==> src/rtl/mem_arb_pkg.sv <==
// mem_arb_pkg: shared definitions for the unified memory-port arbiter.
//   mem_arb_state_t         - arbiter FSM states (also exported on the debug port)
//   SRC_IF / SRC_D          - requester IDs used to name the arbitration winner
//   DEFAULT_MAX_DATA_STREAK - default data-grant streak limit in fair mode
package mem_arb_pkg;

  typedef enum logic [1:0] {
    ST_IDLE      = 2'd0,
    ST_WAIT_IF   = 2'd1,
    ST_WAIT_D    = 2'd2,
    ST_WAIT_DROP = 2'd3
  } mem_arb_state_t;

  localparam logic SRC_IF = 1'b0;
  localparam logic SRC_D  = 1'b1;

  localparam int DEFAULT_MAX_DATA_STREAK = 4;

endpackage

==> src/rtl/mem_arb_streak_ctr.sv <==
// mem_arb_streak_ctr: counts consecutive data grants issued while the IF
// requester was waiting, and raises force_if once the streak limit is hit so
// the next arbitration goes to IF. Used only when MEM_ARB_FAIR_EN is defined.
// Ports:
//   clk, rst  - clock, synchronous active-high reset
//   idle      - arbiter is in IDLE this cycle
//   if_req    - IF request level
//   if_grant  - IF handshake this cycle (clears the streak)
//   d_grant   - data handshake this cycle
//   force_if  - streak limit reached; IF must win the next arbitration
// MAX_DATA_STREAK must lie in 1..15 (4-bit counter).
module mem_arb_streak_ctr
  import mem_arb_pkg::*;
#(
  parameter int MAX_DATA_STREAK = DEFAULT_MAX_DATA_STREAK
) (
  input  logic clk,
  input  logic rst,
  input  logic idle,
  input  logic if_req,
  input  logic if_grant,
  input  logic d_grant,
  output logic force_if
);

  localparam logic [3:0] MAX_CNT = 4'(MAX_DATA_STREAK);

  logic [3:0] cnt;

  // An IDLE cycle with no IF request means IF is not being starved, so the
  // streak restarts. The counter saturates at the limit.
  always_ff @(posedge clk) begin
    if (rst) begin
      cnt <= 4'd0;
    end else if (if_grant) begin
      cnt <= 4'd0;
    end else if (idle && !if_req) begin
      cnt <= 4'd0;
    end else if (d_grant && if_req && (cnt != MAX_CNT)) begin
      cnt <= cnt + 4'd1;
    end
  end

  assign force_if = (cnt == MAX_CNT);

endmodule

==> src/rtl/mem_port_arbiter.sv <==
// mem_port_arbiter: shares the single unified memory port between the
// instruction-fetch (IF) requester and the load/store (data) requester, with
// at most one transaction outstanding. Responses are routed back to the
// requester that issued them; a fetch flushed while in flight has its
// response silently dropped.
//
// Ports:
//   clk, rst                           - clock, synchronous active-high reset
//   if_req/if_addr/if_gnt              - IF request channel
//   if_rvalid/if_rdata                 - IF response (0-latency from mem_rvalid)
//   if_flush                           - discard any in-flight fetch
//   d_req/d_we/d_be/d_addr/d_wdata     - data request channel
//   d_gnt, d_rvalid/d_rdata            - data grant and response
//   mem_req/mem_we/mem_be/mem_addr/mem_wdata, mem_gnt - slave request channel
//   mem_rvalid/mem_rdata               - slave response
//   state                              - debug view of the arbiter FSM
//
// Handshake: a request is accepted in the cycle where mem_req and mem_gnt are
// both high; requesters hold req/addr/wdata stable until granted. The slave
// answers with a single mem_rvalid pulse at least one cycle after the grant.
//
// Configuration: define MEM_ARB_FAIR_EN to cap consecutive data grants while
// IF waits at MAX_DATA_STREAK; otherwise data has strict priority and IF can
// starve under continuous data traffic.
module mem_port_arbiter
  import mem_arb_pkg::*;
#(
  parameter int ADDR_W          = 32,
  parameter int DATA_W          = 32,
  parameter int MAX_DATA_STREAK = DEFAULT_MAX_DATA_STREAK
) (
  input  logic              clk,
  input  logic              rst,
  input  logic              if_req,
  input  logic [ADDR_W-1:0] if_addr,
  output logic              if_gnt,
  output logic              if_rvalid,
  output logic [DATA_W-1:0] if_rdata,
  input  logic              if_flush,
  input  logic              d_req,
  input  logic              d_we,
  input  logic [3:0]        d_be,
  input  logic [ADDR_W-1:0] d_addr,
  input  logic [DATA_W-1:0] d_wdata,
  output logic              d_gnt,
  output logic              d_rvalid,
  output logic [DATA_W-1:0] d_rdata,
  output logic              mem_req,
  output logic              mem_we,
  output logic [3:0]        mem_be,
  output logic [ADDR_W-1:0] mem_addr,
  output logic [DATA_W-1:0] mem_wdata,
  input  logic              mem_gnt,
  input  logic              mem_rvalid,
  input  logic [DATA_W-1:0] mem_rdata,
  output mem_arb_state_t    state
);

  logic idle;
  logic winner;
  logic force_if;

`ifdef MEM_ARB_FAIR_EN
  mem_arb_streak_ctr #(
    .MAX_DATA_STREAK(MAX_DATA_STREAK)
  ) u_streak (
    .clk      (clk),
    .rst      (rst),
    .idle     (idle),
    .if_req   (if_req),
    .if_grant (if_gnt),
    .d_grant  (d_gnt),
    .force_if (force_if)
  );
`else
  assign force_if = 1'b0;
`endif

  // Arbitration, request muxing and response routing. Outputs are held at 0
  // while rst is high so the port is quiet during reset.
  always_comb begin
    idle = (state == ST_IDLE) && !rst;

    // Data normally wins: it belongs to the older instruction.
    winner = SRC_D;
    if (force_if && if_req) begin
      winner = SRC_IF;
    end else if (d_req) begin
      winner = SRC_D;
    end else if (if_req) begin
      winner = SRC_IF;
    end

    mem_req   = idle && (if_req || d_req);
    mem_we    = 1'b0;
    mem_be    = 4'h0;
    mem_addr  = '0;
    mem_wdata = '0;
    if (mem_req) begin
      if (winner == SRC_D) begin
        mem_we    = d_we;
        mem_be    = d_be;
        mem_addr  = d_addr;
        mem_wdata = d_wdata;
      end else begin
        // Fetches read a full word.
        mem_be   = 4'hF;
        mem_addr = if_addr;
      end
    end

    if_gnt = mem_req && mem_gnt && (winner == SRC_IF);
    d_gnt  = mem_req && mem_gnt && (winner == SRC_D);

    // A flush coinciding with the response drops it.
    if_rvalid = !rst && (state == ST_WAIT_IF) && mem_rvalid && !if_flush;
    d_rvalid  = !rst && (state == ST_WAIT_D) && mem_rvalid;
    if_rdata  = if_rvalid ? mem_rdata : '0;
    d_rdata   = d_rvalid ? mem_rdata : '0;
  end

  always_ff @(posedge clk) begin
    if (rst) begin
      state <= ST_IDLE;
    end else begin
      case (state)
        ST_IDLE: begin
          // mem_rvalid in IDLE (including in a grant cycle) is ignored.
          if (mem_req && mem_gnt) begin
            if (winner == SRC_D) begin
              state <= ST_WAIT_D;
            end else if (if_flush) begin
              state <= ST_WAIT_DROP;
            end else begin
              state <= ST_WAIT_IF;
            end
          end
        end
        ST_WAIT_IF: begin
          if (mem_rvalid) begin
            state <= ST_IDLE;
          end else if (if_flush) begin
            state <= ST_WAIT_DROP;
          end
        end
        ST_WAIT_D, ST_WAIT_DROP: begin
          if (mem_rvalid) begin
            state <= ST_IDLE;
          end
        end
        default: state <= ST_IDLE;
      endcase
    end
  end

  // The slave must not answer in the cycle it grants.
  a_no_rvalid_in_grant: assert property (@(posedge clk) disable iff (rst)
    !(mem_req && mem_gnt && mem_rvalid));

  a_streak_range: assert property (@(posedge clk)
    (MAX_DATA_STREAK >= 1) && (MAX_DATA_STREAK <= 15));

endmodule

==> config.mk <==
export PLATFORM = sky130hd
export DESIGN_NAME = mem_port_arbiter
export DESIGN_NICKNAME = d
export VERILOG_FILES = /design/src/rtl/mem_arb_pkg.sv /design/src/rtl/mem_arb_streak_ctr.sv /design/src/rtl/mem_port_arbiter.sv
export SDC_FILE = /design/constraint.sdc
export NUM_CORES = 1
export LEC_CHECK = 0
export CAP_MARGIN = 0
export CORE_AREA = 2 2 110 112
export DETAILED_ROUTE_END_ITERATION = 16
export DIE_AREA = 0 0 112 114
export PLACE_DENSITY = 0.68
export SKIP_CTS_REPAIR_TIMING = 1
export SYNTH_ARGS = -nofsm -noshare
export SYNTH_HDL_FRONTEND = slang
export SYNTH_SLANG_ARGS = --single-unit
==> constraint.sdc <==
create_clock -name clk -period 1.6 [get_ports clk]
set_clock_uncertainty 0.1 [all_clocks]
set_input_delay 0.16 -clock clk [delete_from_list [all_inputs] [get_ports clk]]
set_output_delay 0.16 -clock clk [all_outputs]
set_load 0.005 [all_outputs]
==> impl_metrics.env, run 1 <==
export IMPL_ys_seq_area_share_pct=2.84
export IMPL_cts_tree="built"
export IMPL_htreeDepth=1
export IMPL_wl_met2_um=5710
export IMPL_top_layer="met4"
export IMPL_setup_viol=129
export IMPL_antenna_found_initial=0
export IMPL_cellPowerDensity_nw_per_um2=290
export IMPL_synth_seq_cells=2
export IMPL_avgSynthCellArea_um2=5.69
export IMPL_final_design_area_no_fill_um2=5030
export IMPL_wl_met3_um=708
export IMPL_numPortBuffers=279
export IMPL_vias_per_cell=4.12
export IMPL_synth_top_family_by_area="simple AND/OR/NAND/NOR gates"
export IMPL_synth_xor_area_share_pct=0
export IMPL_nets=715
export IMPL_largestRegisters="state x2"
export IMPL_final_cell_mix="142 x clkdlybuf4s50_1, 64 x nand2_1, 55 x clkbuf_2"
export IMPL_synthSimpleGateAreaFrac_pct=71.5
export IMPL_largest_reg_flops=2
export IMPL_drive_above_1_share_pct=42.6
export IMPL_gr_usage_all_layers_pct=12.3
export IMPL_relSlewSlack_pct=80.0
export IMPL_synth_top_area_share_pct=23.1
export IMPL_insertion_delay_ns=0.22
export IMPL_yosys_area_top_type="and2_1"
export IMPL_grt_max_degree=38
export IMPL_antenna_cells=0
export IMPL_cts_buffer_depth=2
export IMPL_clk_pin_slew_ns=0.03
export IMPL_cts_made_buffers=3
export IMPL_netlist_instances=248
export IMPL_hold_class="primary input to flop"
export IMPL_startpoint_type="flop"
export IMPL_syn_nets=388
export IMPL_drt_iter0_drc=82
export IMPL_worst_pin_slew_ns=0.299
export IMPL_synthAdderAreaFrac_pct=0
export IMPL_rsz0062_at_grt="yes"
export IMPL_routabilityCongestion=0.819
export IMPL_end_kind="output port"
export IMPL_finalCritPeriodShare_pct=128
export IMPL_die_h_um=114
export IMPL_firstDrtPassIters=4
export IMPL_io_pins=280
export IMPL_drv_slew=0
export IMPL_max_flop_register="state"
export IMPL_critical_path_class="flop to output port"
export IMPL_synth_cell_area_um2=1410
export IMPL_met1Wirelength_um=3970
export IMPL_syn_to_final_growth_pct=257
export IMPL_worstPathArrival_ns=1.79
export IMPL_yosys_warnings=0
export IMPL_placed_area_um2=4470
export IMPL_place_inst=671
export IMPL_pre_cts_slack_ns=-0.661
export IMPL_cts_sinks=2
export IMPL_synth_compound_area_share_pct=15.2
export IMPL_hold_worst_slack_ns=0.229
export IMPL_place_detailed_hpwl_um=7330
export IMPL_synthDistinctLibCells=25
export IMPL_max_freq_mhz=488
export IMPL_period_minus_slack_ns=2.05
export IMPL_die_w_um=112
export IMPL_outcome="finished with violations"
export IMPL_fp_coreArea_um2=11700
export IMPL_muxShareOfSynthArea_pct=0
export IMPL_gr_total_overflow=0
export IMPL_via_count=2965
export IMPL_drt_wirelength_per_cell_um=14.6
export IMPL_setup_ws_ns=-0.450
export IMPL_routed_wl_um=10500
export IMPL_grt_pass1_vias=2578
export IMPL_fp_dieArea_um2=12800
export IMPL_final_common_cell="clkdlybuf4s50_1"
export IMPL_critPathMaxFanout=5
export IMPL_grt_pass1_wl_um=13000
export IMPL_maxCapViolations=0
export IMPL_cts_root_buffer="clkbuf_16"
export IMPL_n_fill_cell=1164
export IMPL_rows=40
export IMPL_initial_utilization_pct=12.0
export IMPL_leakagePower_nw=2.85
export IMPL_required_ns=1.34
export IMPL_ir_drop_v=0.000268
export IMPL_netlist_top_cells_area="and2_1 23%, nand2_1 17%, and3_1 16%"
export IMPL_fin_cells=720
export IMPL_hold_viol=0
export IMPL_remaining_drc_errors=0
export IMPL_violations="setup timing"
export IMPL_ant_nets=0
-- area by class of cell --
cell class | count | area, um^2 | area share (%)
clock buffer | 3 | 75.1 | 1.49
tap | 147 | 184 | 3.66
sequential | 2 | 47.5 | 0.946
timing repair buffer | 346 | 3310 | 65.7
inverter | 2 | 7.51 | 0.149
multi-input combinational | 220 | 1410 | 28.0
-- stage by stage --
stage                     total power [mW]  TNS [ns]  util (%)
after floorplan                      0.297         0         -
after global placement               0.952    -78.34      38.2
after detailed placement             0.966    -81.46      38.2
after CTS                             1.35    -82.68      38.8
after global routing                  1.54    -29.80      42.9
final                                 1.46    -22.20      42.9
-- power by group --
part	internal (mW)	total, mW	leakage (nW)	switching, mW
Combinational	0.665	1.02	2.79	0.354
Clock	0.318	0.381	0.0370	0.0623
Sequential	0.0521	0.0571	0.0178	0.00505
Total	1.04	1.46	2.85	0.421
-- layer usage --
| metal | GRT usage, % | up-vias |
|---|---|---|
| met4 | 3.09 | 0 |
| li1 | - | 1460 |
| met1 | 14.5 | 1350 |
| met3 | 1.91 | 10 |
| met2 | 23.2 | 145 |
| met5 | 0 | - |
-- worst max-delay path, stage by stage (launching register included) --
cell and delay, ns:
dfxtp_4 0.35, nand2b_4 0.15, nor4_4 0.28, buf_6 0.16
buf_4 0.12, buf_12 0.09, buf_4 0.10, buf_4 0.09
and2_4 0.13, clkbuf_2 0.10
-- cell families after synthesis --
group | Yosys count
buffers and inverters | 26
AO/OA/AOI/OAI | 38
AND/OR/NAND/NOR | 182
flip-flops | 2
-- Yosys cell counts --
cell type and instances:
o21ai_2 1, or3_1 1, a2bb2oi_1 1, inv_1 2, o21ai_0 1, nand2_1 64
a21oi_1 30, nand2b_2 1, nand2b_1 1, and2_1 52, a32oi_1 1, dfxtp_1 2
a22oi_1 1, o211ai_1 1, buf_6 6, buf_2 4, a21oi_2 2, nor3_4 1
and3_1 35, nor2_1 12, nor4_4 1, and2_2 12, nor4b_4 1, nor2b_1 1
clkbuf_1 14
-- final timing paths --
| kind | endpoint | slack (ns) | depth (start not counted) | from |
|---|---|---|---|---|
| min | state[1]$_SDFFE_PP0P_ | 0.23 | 3 | mem_rvalid |
| max | if_rdata[31] | -0.45 | 9 | state[1]$_SDFFE_PP0P_ |
| max reg2reg | state[1]$_SDFFE_PP0P_ | -0.17 | 10 | state[0]$_SDFFE_PP0P_ |
| min reg2reg | state[0]$_SDFFE_PP0P_ | 0.58 | 3 | state[0]$_SDFFE_PP0P_ |
Note: power is estimated with default switching activity, not from simulation.
==> run 2, diff against run 1 <==
Settings changed: RECOVER_POWER set to 100.
==> results of run 2 <==
Final layout, timing and power as in run 1 (identical DEF).
